==> src/rtl/busmux_pkg.sv <==
// Shared encodings for the datapath bus mux and the control FSM:
// the source index layout and the select classification.
package busmux_pkg;

    typedef enum logic [1:0] {
        SEL_IDLE     = 2'd0,
        SEL_DRIVE    = 2'd1,
        SEL_CONFLICT = 2'd2
    } sel_class_e;

    function automatic int src_idx_w(input int reg_num);
        return $clog2(reg_num + 2);
    endfunction

    // Ri -> i, G -> REG_NUM, DIN -> REG_NUM+1
    function automatic int src_g(input int reg_num);
        return reg_num;
    endfunction

    function automatic int src_din(input int reg_num);
        return reg_num + 1;
    endfunction

endpackage

==> src/rtl/busmux_sel_decode.sv <==
// Classifies the bus select vector {DINout, Gout, Rout} as idle, single driver
// or conflict, and encodes the position of the set bit for the single-driver case.
module busmux_sel_decode
    import busmux_pkg::*;
#(
    parameter int REG_NUM = 8
) (
    input  logic [REG_NUM+1:0]                 sel,
    output sel_class_e                         sel_class,
    output logic [src_idx_w(REG_NUM)-1:0]      idx
);

    localparam int N  = REG_NUM + 2;
    localparam int IW = src_idx_w(REG_NUM);

    logic seen;
    logic many;

    always_comb begin
        seen = 1'b0;
        many = 1'b0;
        idx  = '0;
        for (int i = 0; i < N; i++) begin
            if (sel[i]) begin
                if (seen) many = 1'b1;
                seen = 1'b1;
                idx  = IW'(i);
            end
        end
    end

    always_comb begin
        sel_class = SEL_IDLE;
        if (many)      sel_class = SEL_CONFLICT;
        else if (seen) sel_class = SEL_DRIVE;
    end

endmodule

==> src/rtl/busmux_reg.sv <==
// Registered bus source mux: one-cycle bus register that holds on idle/conflict,
// plus a sticky conflict flag and saturating conflict counter for debug.
module busmux_reg
    import busmux_pkg::*;
#(
    parameter int REG_NUM   = 8,
    parameter int DATAWIDTH = 16,
    parameter int CNT_WIDTH = 8
) (
    input  logic                              Clock,
    input  logic                              Resetn,
    input  logic [REG_NUM-1:0]                Rout,
    input  logic                              Gout,
    input  logic                              DINout,
    input  logic [REG_NUM*DATAWIDTH-1:0]      R,
    input  logic [DATAWIDTH-1:0]              G,
    input  logic [DATAWIDTH-1:0]              DIN,
    input  logic                              Clear,
    output logic [DATAWIDTH-1:0]              BusWires,
    output logic                              BusValid,
    output logic [src_idx_w(REG_NUM)-1:0]     SrcIdx,
    output logic                              BusErr,
    output logic [CNT_WIDTH-1:0]              ErrCount
);

    localparam int IW = src_idx_w(REG_NUM);

    if (REG_NUM < 2 || REG_NUM > 16) begin : g_bad_reg_num
        $error("busmux_reg: REG_NUM must be in 2..16");
    end

    logic [REG_NUM+1:0]   sel;
    sel_class_e           sel_class;
    logic [IW-1:0]        idx;
    logic [DATAWIDTH-1:0] mux_data;

    assign sel = {DINout, Gout, Rout};

    busmux_sel_decode #(
        .REG_NUM (REG_NUM)
    ) u_decode (
        .sel       (sel),
        .sel_class (sel_class),
        .idx       (idx)
    );

    always_comb begin
        mux_data = DIN;
        for (int i = 0; i < REG_NUM; i++) begin
            if (idx == IW'(i)) mux_data = R[i*DATAWIDTH +: DATAWIDTH];
        end
        if (idx == IW'(src_g(REG_NUM))) mux_data = G;
    end

    always_ff @(posedge Clock or negedge Resetn) begin
        if (!Resetn) begin
            BusWires <= '0;
            BusValid <= 1'b0;
            SrcIdx   <= '0;
            BusErr   <= 1'b0;
            ErrCount <= '0;
        end else begin
            BusValid <= (sel_class == SEL_DRIVE);
            if (sel_class == SEL_DRIVE) begin
                BusWires <= mux_data;
                SrcIdx   <= idx;
            end
            // A conflict in the same cycle as Clear counts as the first new conflict.
            if (sel_class == SEL_CONFLICT) begin
                BusErr <= 1'b1;
                if (Clear)
                    ErrCount <= CNT_WIDTH'(1);
                else if (ErrCount != {CNT_WIDTH{1'b1}})
                    ErrCount <= ErrCount + CNT_WIDTH'(1);
            end else if (Clear) begin
                BusErr   <= 1'b0;
                ErrCount <= '0;
            end
        end
    end

endmodule

==> config.mk <==
export PLATFORM = sky130hd
export DESIGN_NAME = busmux_reg
export DESIGN_NICKNAME = d
export VERILOG_FILES = /design/src/rtl/busmux_pkg.sv /design/src/rtl/busmux_sel_decode.sv /design/src/rtl/busmux_reg.sv
export SDC_FILE = /design/constraint.sdc
export NUM_CORES = 1
export LEC_CHECK = 0
export CAP_MARGIN = 20
export CORE_MARGIN = 2
export CORE_UTILIZATION = 38
export DETAILED_ROUTE_END_ITERATION = 16
export PLACE_DENSITY = 0.79
export SYNTH_ARGS = -nofsm -noshare
export SYNTH_HDL_FRONTEND = slang
export SYNTH_SLANG_ARGS = --single-unit
==> constraint.sdc <==
create_clock -name Clock -period 2.17 [get_ports Clock]
set_input_delay 0.5425 -clock Clock [delete_from_list [all_inputs] [get_ports Clock]]
set_output_delay 0.5425 -clock Clock [all_outputs]
set_load 0.02 [all_outputs]
==> results.py <==
metrics = {
    "cts": {
        "tritoncts": "done",
        "htree_levels": 2,
        "numCtsBuffers": 5,
        "cts_root_buffer": "clkbuf_8",
        "clk_latency_ns": 0.29,
        "clock_sinks": 30,
        "clkTransAtPathRegs_ns": 0.07,
        "hold_buffers": 0,
        "clockBufferDepth": 2,
    },
    "sta": {
        "rsz0062_at_grt": "true",
        "fin_ws_ns": -0.153,
        "maxSlewHeadroom_pct": 61.8,
        "final_max_slew_viol_count": 0,
        "min_period_ns": 2.32,
        "final_hold_viol_count": 0,
        "finClkSkew_ns": 0.000739,
        "setup_viol": 15,
        "period_share_pct": 107,
        "tightestPinTransition_ns": 0.572,
        "fin_hold_ws_ns": 0.479,
        "fmax_mhz": 430,
    },
    "critical_path": {
        "r2r_slack_ns": 0.33,
        "worst_setup_path_start_kind": "input port",
        "path_class": "in -> reg",
        "arrival_ns": 2.52,
        "path_max_fanout": 6,
        "r2r_cells": 8,
        "endpoint_kind": "flip-flop",
        "crit_required_ns": 2.37,
    },
    "logic_synthesis": {
        "async_flop_share_pct": 100,
        "synth.distinct_cells": 49,
        "netlist_area_um2": 3290,
        "synth_edf_count": 0,
        "synthCells": 429,
        "synth_area_leaders": "dfrtp_1 23%, o21ai_0 7.6%, o2bb2ai_1 6.9%",
        "ys_top_cells_by_count": "50 x o21ai_0, 30 x clkbuf_1, 30 x dfrtp_1",
        "synth.net_count": 603,
        "yosysTopAreaCell": "dfrtp_1",
        "synth.yosys.seq_area_share_pct": 22.8,
        "ys_warn_count": 0,
        "synth_top_area_share_pct": 22.8,
        "synth_seq_cells": 30,
        "avgSynthCellArea_um2": 7.66,
        "post-synth-top-count-cell": "o21ai_0",
        "ys.flop_type": "dfrtp_1",
    },
    "layout": {
        "fillers": 489,
        "final_cells": 820,
        "final_nets": 888,
        "areaGrowthSynthToFinish_pct": 108,
        "layout-drive-gt1-share_pct": 28.5,
        "n_antenna_cell": 0,
        "post-route-util_pct": 82.3,
        "final_cell_area_um2": 6830,
    },
    "placement": {
        "pre_cts_slack_ns": -0.910,
        "dpl_cell_area_um2": 6110,
        "port_buffers": 202,
        "place_inst": 797,
        "gp_congestion": 1.01,
        "dp_hpwl_um": 13300,
    },
    "floorplanning": {
        "die_w_um": 97.0,
        "ios": 203,
        "fp.dieH_um": 97.0,
        "rows": 33,
        "start_util_pct": 39.6,
        "fp.coreArea_um2": 8300,
        "dieArea_um2": 9410,
    },
    "routing": {
        "drt_iter0_drc": 527,
        "dr.pass1.iters": 5,
        "route.detailed.drc": 0,
        "vias": 5151,
        "wirelength_um": 17600,
        "drt-wirelength-per-cell_um": 21.5,
        "ant_nets": 0,
        "vias_per_cell": 6.28,
    },
    "run_status": {
        "run_status": "finished, violations left",
        "failed_checks": "setup timing",
    },
    "global_routing": {
        "overflow": 0,
        "grt_use_met3_pct": 7.59,
        "grt_pass1_vias": 5152,
        "busiest_layer": "met2",
        "grt_pass1_wl_um": 26600,
        "antenna_found_initial": 0,
        "grt_use_met1_pct": 43.9,
        "grt_max_degree": 31,
        "grt_use_total_pct": 34.8,
        "grt_use_met2_pct": 57.9,
    },
    "min_path": {
        "min_path_cells": 2,
        "hold_class": "reg -> reg",
    },
    "power_and_ir_drop": {
        "ir_worst_vdd_mv": 0.288,
        "p_per_area_nw_per_um2": 379,
        "leakagePower_nw": 2.81,
    },
    "flow_run": {
        "maxCapViolCount": 0,
    },
}
layout make-up:
type	instances	area, um2	share of cell area (%)
clock buffers	5	68.8	1.01
clock inverters	3	40.0	0.586
inverters	3	11.3	0.165
multi-input cells	356	2800	40.9
flip-flops and latches	30	751	11.0
well taps	105	131	1.92
repair buffers	318	3030	44.4
placed cells by master, fill, tap and decap left out, types with 7 or more instances in the layout:
cell type        instances
mux2i_1                 14
buf_4                   95
o2bb2ai_1               16
o21ai_0                 42
o211a_1                 16
a31oi_1                 17
o211ai_1                12
a21oi_1                 23
a211oi_1                 7
nor2_1                  20
o2bb2ai_2                9
buf_12                   8
or3_1                   12
clkdlybuf4s50_1        192
a32oi_1                  7
nand3_1                 15
and3_1                   8
buf_6                   10
dfrtp_1                 30
nand2_1                 20
worst max-delay path, cell delays in order:
cell,delay [ns]
buf_8,0.10
buf_6,0.11
buf_6,0.12
nor4_4,0.26
buf_4,0.21
and3_4,0.24
buf_12,0.12
o21ai_2,0.05
o2bb2ai_1,0.12
a221o_1,0.41
a31oi_1,0.22
kinds of logic after synthesis:
logic type | after synthesis | share of synthesized area, %
compound gates | 215 | 46.3
xor+xnor | 3 | 0.799
fa+ha+maj | 1 | 0.380
buf+inv | 43 | 5.67
flops | 30 | 22.8
mux | 16 | 4.95
simple gates | 121 | 19.1
metal layers:
metal	share of wire (%)	wire [um]	vias to the layer above
li1	-	-	2287
met5	0	0	-
met3	11	1860	59
met4	3.5	609	0
met1	37	6600	2408
met2	49	8570	397
final timing paths:
kind / startpoint / end
setup / recovery: DINout / BusWires[7]
hold / removal: SrcIdx[1] / SrcIdx[1]
setup reg to reg: ErrCount[0] / ErrCount[6]
hold reg to reg: SrcIdx[1] / SrcIdx[1]
max in group asynchronous: Resetn / BusWires[10]
min in group asynchronous: Resetn / BusWires[13]
metrics by stage:
stage / TNS, ns / total power, W
global route: -1.82 / 0.00268
CTS: -1.03 / 0.00250
floorplan: -3.44 / 0.00111
global placement: -20.01 / 0.00182
finish: -1.34 / 0.00259
detailed placement: -21.41 / 0.00185
what timing repair did:
item,4_1_cts,5_1_grt
buffers inserted,7,7
resized for setup,102,51
cloned,1,0
endpoints found under the setup margin,30,19
pin swaps,26,27
state kept, by name, summed over array words and instances, names as in the netlist:
signal	count
BusErr	1
BusValid	1
BusWires	16
ErrCount	8
SrcIdx	4
where the power goes:
group,switching (W),internal [W],total [W]
Sequential,0.0000522,0.000628,0.000680
Combinational,0.000588,0.000743,0.00133
Clock,0.000242,0.000338,0.000580
Total,0.000883,0.00171,0.00259
No activity file was read; power rests on OpenSTA's default activity.
==> RTL edit 1, RTL diff (same flow settings) <==
`REG_NUM` is set to 8 in 2 places; all go to 4.
--- a/src/rtl/busmux_sel_decode.sv
+++ b/src/rtl/busmux_sel_decode.sv
@@ -3,7 +3,7 @@
 module busmux_sel_decode
     import busmux_pkg::*;
 #(
-    parameter int REG_NUM = 8
+    parameter int REG_NUM = 4
 ) (
     input  logic [REG_NUM+1:0]                 sel,
     output sel_class_e                         sel_class,
--- a/src/rtl/busmux_reg.sv
+++ b/src/rtl/busmux_reg.sv
@@ -3,7 +3,7 @@
 module busmux_reg
     import busmux_pkg::*;
 #(
-    parameter int REG_NUM   = 8,
+    parameter int REG_NUM   = 4,
     parameter int DATAWIDTH = 16,
     parameter int CNT_WIDTH = 8
 ) (
Interface: changed (resized R, Rout and SrcIdx); port bits go from 203 to 134. The function was not compared with the original's and may differ.
==> RTL edit 1 against the unedited design <==
  * Sequential cell count down 1
  * Area after synthesis down 34%
  * Final cell count down 43%
  * Wire length down 58%
  * Non-clock buffer count down 154
  * Final area down 42%
  * Setup slack better by 0.32 ns
  * Power down 12%
  * Highest routed layer unchanged
==> RTL edit 1: results (changes against the unedited design) <==
- Synth cell types: 39 (-20%)
- Min-Delay Startpoint: BusWires[7]
- Seq. pwr: 746 uW (+9.7%)
- Worst Reg-to-Reg Cells: 7 (-1)
- Outcome: complete, no violations
- Top Registers: BusWires (16), ErrCount (8), SrcIdx (3)
- Post-cts hold buffer count: 0 (unchanged)
- Share of layout cells above drive strength 1: 14.21% (-14 points)
- Synth async-reset ratio: 100.0% (unchanged)
- Port bufs: 133 (-34%)
- Placed instance area: 3710 sq um (-39%)
- Register area share after synthesis: 33.66% (+11 points)
- Mapped Nets: 346 (-43%)
- Worst VDD drop: 0.4462 mV (+55%)
- Leak: 1.645 nW (-41%)
- Worst Setup EP: BusWires[6]
- Drt via density: 5.152 (-18%)
- Clock latency on the worst-skew pair: roughly 0.28 ns
- Crit-path max FO: 14 (+8)
- Initial antenna violation count: 0 (unchanged)
- Mapped Cells: 240 (-44%)
- Clk slew on worst S/H paths: approximately 0.060 ns
- Hold Crit Depth: 1 (-1)
- Net Sw Frac: 30.75% (-3.3 points)
- Worst Hold Class: register to register
- Synthesis warning total: 0 (unchanged)
- WP data arrival: 2.17 ns (-0.35 ns)
- Top cells by count, synth: nor2_1, dfrtp_1, mux2i_1
- GP Congestion: 0.9208 (-8.5%)
- Synth top area cells: dfrtp_1, mux2i_1, mux2_1, o21ai_0, nor2_1
- Reg2Reg Setup Slack: 0.50 ns (+0.17 ns)
- Final Skew: 0.003515 ns (+0.002776 ns)
- WHS Endpoint: BusWires[7]
- Largest net degree at the start of global routing: 30 (-3.2%)
- First drt pass iteration count: 4 (-1)
- Routed wire length per instance: 15.78 microns (-27%)
- Clock Power: 573 uW (-1%)
- R2r startpoint: ErrCount[0]
- CTS Buf Count: 5 (unchanged)
- Layout Nets: 499 (-44%)
- Iteration-0 DRC Markers: 117 (-78%)
- Cell count after placement: 454 (-43%)
- Drt total wl: 7.354 mm (-58%)
- Vias in the first global route: 2462 (-52%)
- R2r endpoint: ErrCount[2]
- Clock Tree Root: clkbuf_8
- H-tree levels: 2 (unchanged)
- Worst Setup SP: DINout
- GRT Total Usage: 23.21% (-12 points)
- Diode count: 0 (unchanged)
- First-pass GRT wire length: 11.30 mm (-57%)
- HPWL after detailed placement: 5.797 mm (-56%)
- WS Path Type: input port to register
- Slew headroom: 69.09% (+7.3 points)
- Clock Path Buffers: 2 (unchanged)
RTL edit 1: metal layers:
layer	up-vias	track usage (%)	routed length [microns]
met5	-	0	0
met4	0	6.552	123
met3	13	6.136	525
met2	107	43.14	3785
met1	1100	25.88	2920
li1	1181	-	-
RTL edit 1: critical path, cell delays in order:
cell and delay, ns:
clkdlybuf4s50_1 0.52, buf_4 0.18, nand2_1 0.11, a21oi_4 0.19, a31o_4 0.14, buf_12 0.14, mux2_1 0.33
RTL edit 1: what timing repair did:
action	in CTS	in global routing
setup buffers	1	3
pin swaps	2	3
hold endpoints to repair	0	0
resized for setup	11	7
gates cloned	0	0
endpoints found under the setup margin	24	25
RTL edit 1: logic make-up (layout without fill, tap and decap cells):
| kind of cell | count (synthesis) | count (layout) | synth area share [%] |
|---|---|---|---|
| AOI/OAI and AO/OA | 63 | 63 | 18.34 |
| DFF | 29 | 29 | 33.66 |
| and+or+nand+nor | 73 | 73 | 17.59 |
| buffers and inverters | 24 | 178 | 6.036 |
| muxes | 43 | 43 | 20.95 |
| adders and majority gates | 1 | 1 | 0.5803 |
| xor gates and xnor gates | 7 | 7 | 2.844 |
RTL edit 1: per-stage QoR:
stage	util (%)	setup WS, ns	total power [mW]	hold WS, ns
6_report	71.39	0.1649	2.284	0.4858
5_1_grt	71.39	0.04513	2.395	0.5055
4_1_cts	70.60	-0.0007774	2.289	0.4888
3_5_place_dp	67.37	-0.3884	1.705	0.4789
3_3_place_gp	67.37	-0.3087	1.688	0.4681
2_1_floorplan	-	0.1318	1.145	0.2469
RTL edit 1: final cells by class:
type | count | area, sq um
multi-input combinational | 187 | 1368
fill | 461 | 1575
clock buffer | 7 | 86.33
tap | 72 | 90.09
sequential | 29 | 725.7
clock inverter | 1 | 30.03
timing repair buffer | 164 | 1609
inverter | 6 | 22.52
==> RTL edit 2, RTL diff (config.mk and constraints unchanged) <==
Made on the original files. Register the output `BusWires` once more, without a reset; this adds one clock of latency there. The other outputs are not delayed to match.
--- a/src/rtl/busmux_reg.sv
+++ b/src/rtl/busmux_reg.sv
@@ -24,6 +24,8 @@
 );
 
     localparam int IW = src_idx_w(REG_NUM);
+
+    logic [DATAWIDTH-1:0] BusWires_s0;
 
     if (REG_NUM < 2 || REG_NUM > 16) begin : g_bad_reg_num
         $error("busmux_reg: REG_NUM must be in 2..16");
@@ -54,7 +56,7 @@
 
     always_ff @(posedge Clock or negedge Resetn) begin
         if (!Resetn) begin
-            BusWires <= '0;
+            BusWires_s0 <= '0;
             BusValid <= 1'b0;
             SrcIdx   <= '0;
             BusErr   <= 1'b0;
@@ -62,7 +64,7 @@
         end else begin
             BusValid <= (sel_class == SEL_DRIVE);
             if (sel_class == SEL_DRIVE) begin
-                BusWires <= mux_data;
+                BusWires_s0 <= mux_data;
                 SrcIdx   <= idx;
             end
             // A conflict in the same cycle as Clear counts as the first new conflict.
@@ -79,5 +81,9 @@
         end
     end
 
+    always_ff @(posedge Clock) begin
+        BusWires <= BusWires_s0;
+    end
+
 endmodule
 
Formal check against the unedited RTL: not equivalent (a bounded check fails within 4 cycles, from zero or initial values and one cycle with Resetn low).
==> RTL edit 2 against the unedited design <==
  * The run still ends with setup timing left
  * Wire length up 2.5%
  * Core utilization shrank 3.0 points
  * Critical path depth down 2
  * Area after synthesis grew 3.1%
  * First-iteration DRC count is 27% lower
  * Final area increased by 0.75%
  * Sequential cell count up 16
  * Setup slack gained 0.019 ns
  * Non-clock buffer count fell by 17
  * Final cell count shrank 2.9%
  * Power increased by 20%
  * Die area grew 3.0%
  * Clock skew up 0.0018 ns
==> RTL edit 2: results (changes against the unedited design) <==
- Final setup viols: 27 (+12)
- Clock network area share: 1.636% (+0.043 points)
- GP Congestion: 0.9227 (-8.3%)
- Drt via density: 6.280 (about the same)
- Leak: 2.783 nW (-0.85%)
- Nonclk buf count: 301 (-5.3%)
- Min-Delay Startpoint: BusWires_s0[3]
- Failing checks: setup timing
- Final Skew: 0.002518 ns (+0.001779 ns)
- Slowest cell on the critical path: or4_4
- Top cells by count, synth: o21ai_0, nor2_1, dfrtp_1
- Met1 WL: 6.359 mm (-3.6%)
- Met2 wire length: 8.815 mm (+2.8%)
- Vias in the first global route: 4784 (-7.1%)
- GRT Total Usage: 32.57% (-2.2 points)
- Synth async-reset ratio: 65.22% (-35 points)
- Worst Reg-to-Reg Cells: 5 (-3)
- Delay-heaviest family, CP: simple AND/OR/NAND/NOR gates
- M2 GR Usage: 55.78% (-2.1 points)
- Outcome: complete, but fails checks
- DR WL met3: 1.908 mm (+2.9%)
- Setup WS post-layout: -0.1342 ns (+0.01874 ns)
- Largest stage delay on the critical path: 0.48 ns (+0.07 ns)
- Fillers: 541 (+11%)
- DR vias: 4999 (-3.0%)
- Clk slew on worst S/H paths: 0.09 ns (+0.02 ns)
## RTL edit 2: kinds of logic (layout without fill, tap and decap cells)
kind of cell / after synthesis / after routing / share of synthesized area (%)
compound gates: 169 / 169 / 35.40
simple gates: 133 / 134 / 20.49
flops: 46 / 46 / 31.60
buf+inv: 44 / 316 / 5.648
mux: 18 / 18 / 5.389
fa+ha+maj: 3 / 3 / 0.9597
xor+xnor: 2 / 2 / 0.5169
## RTL edit 2: power by group
group | switching (mW) | internal (mW) | total, mW | leakage, nW
clock | 0.315 | 0.369 | 0.684 | 0.0573
combinational | 0.590 | 0.725 | 1.31 | 2.21
sequential | 0.0867 | 1.02 | 1.10 | 0.517
total | 0.991 | 2.11 | 3.10 | 2.78
## RTL edit 2: repair_timing
item	4_1_cts	5_1_grt
resized for setup	73	61
setup buffers	8	2
hold endpoints to repair	0	0
pin swaps	26	16
endpoints found under the setup margin	30	29
gates cloned	3	1
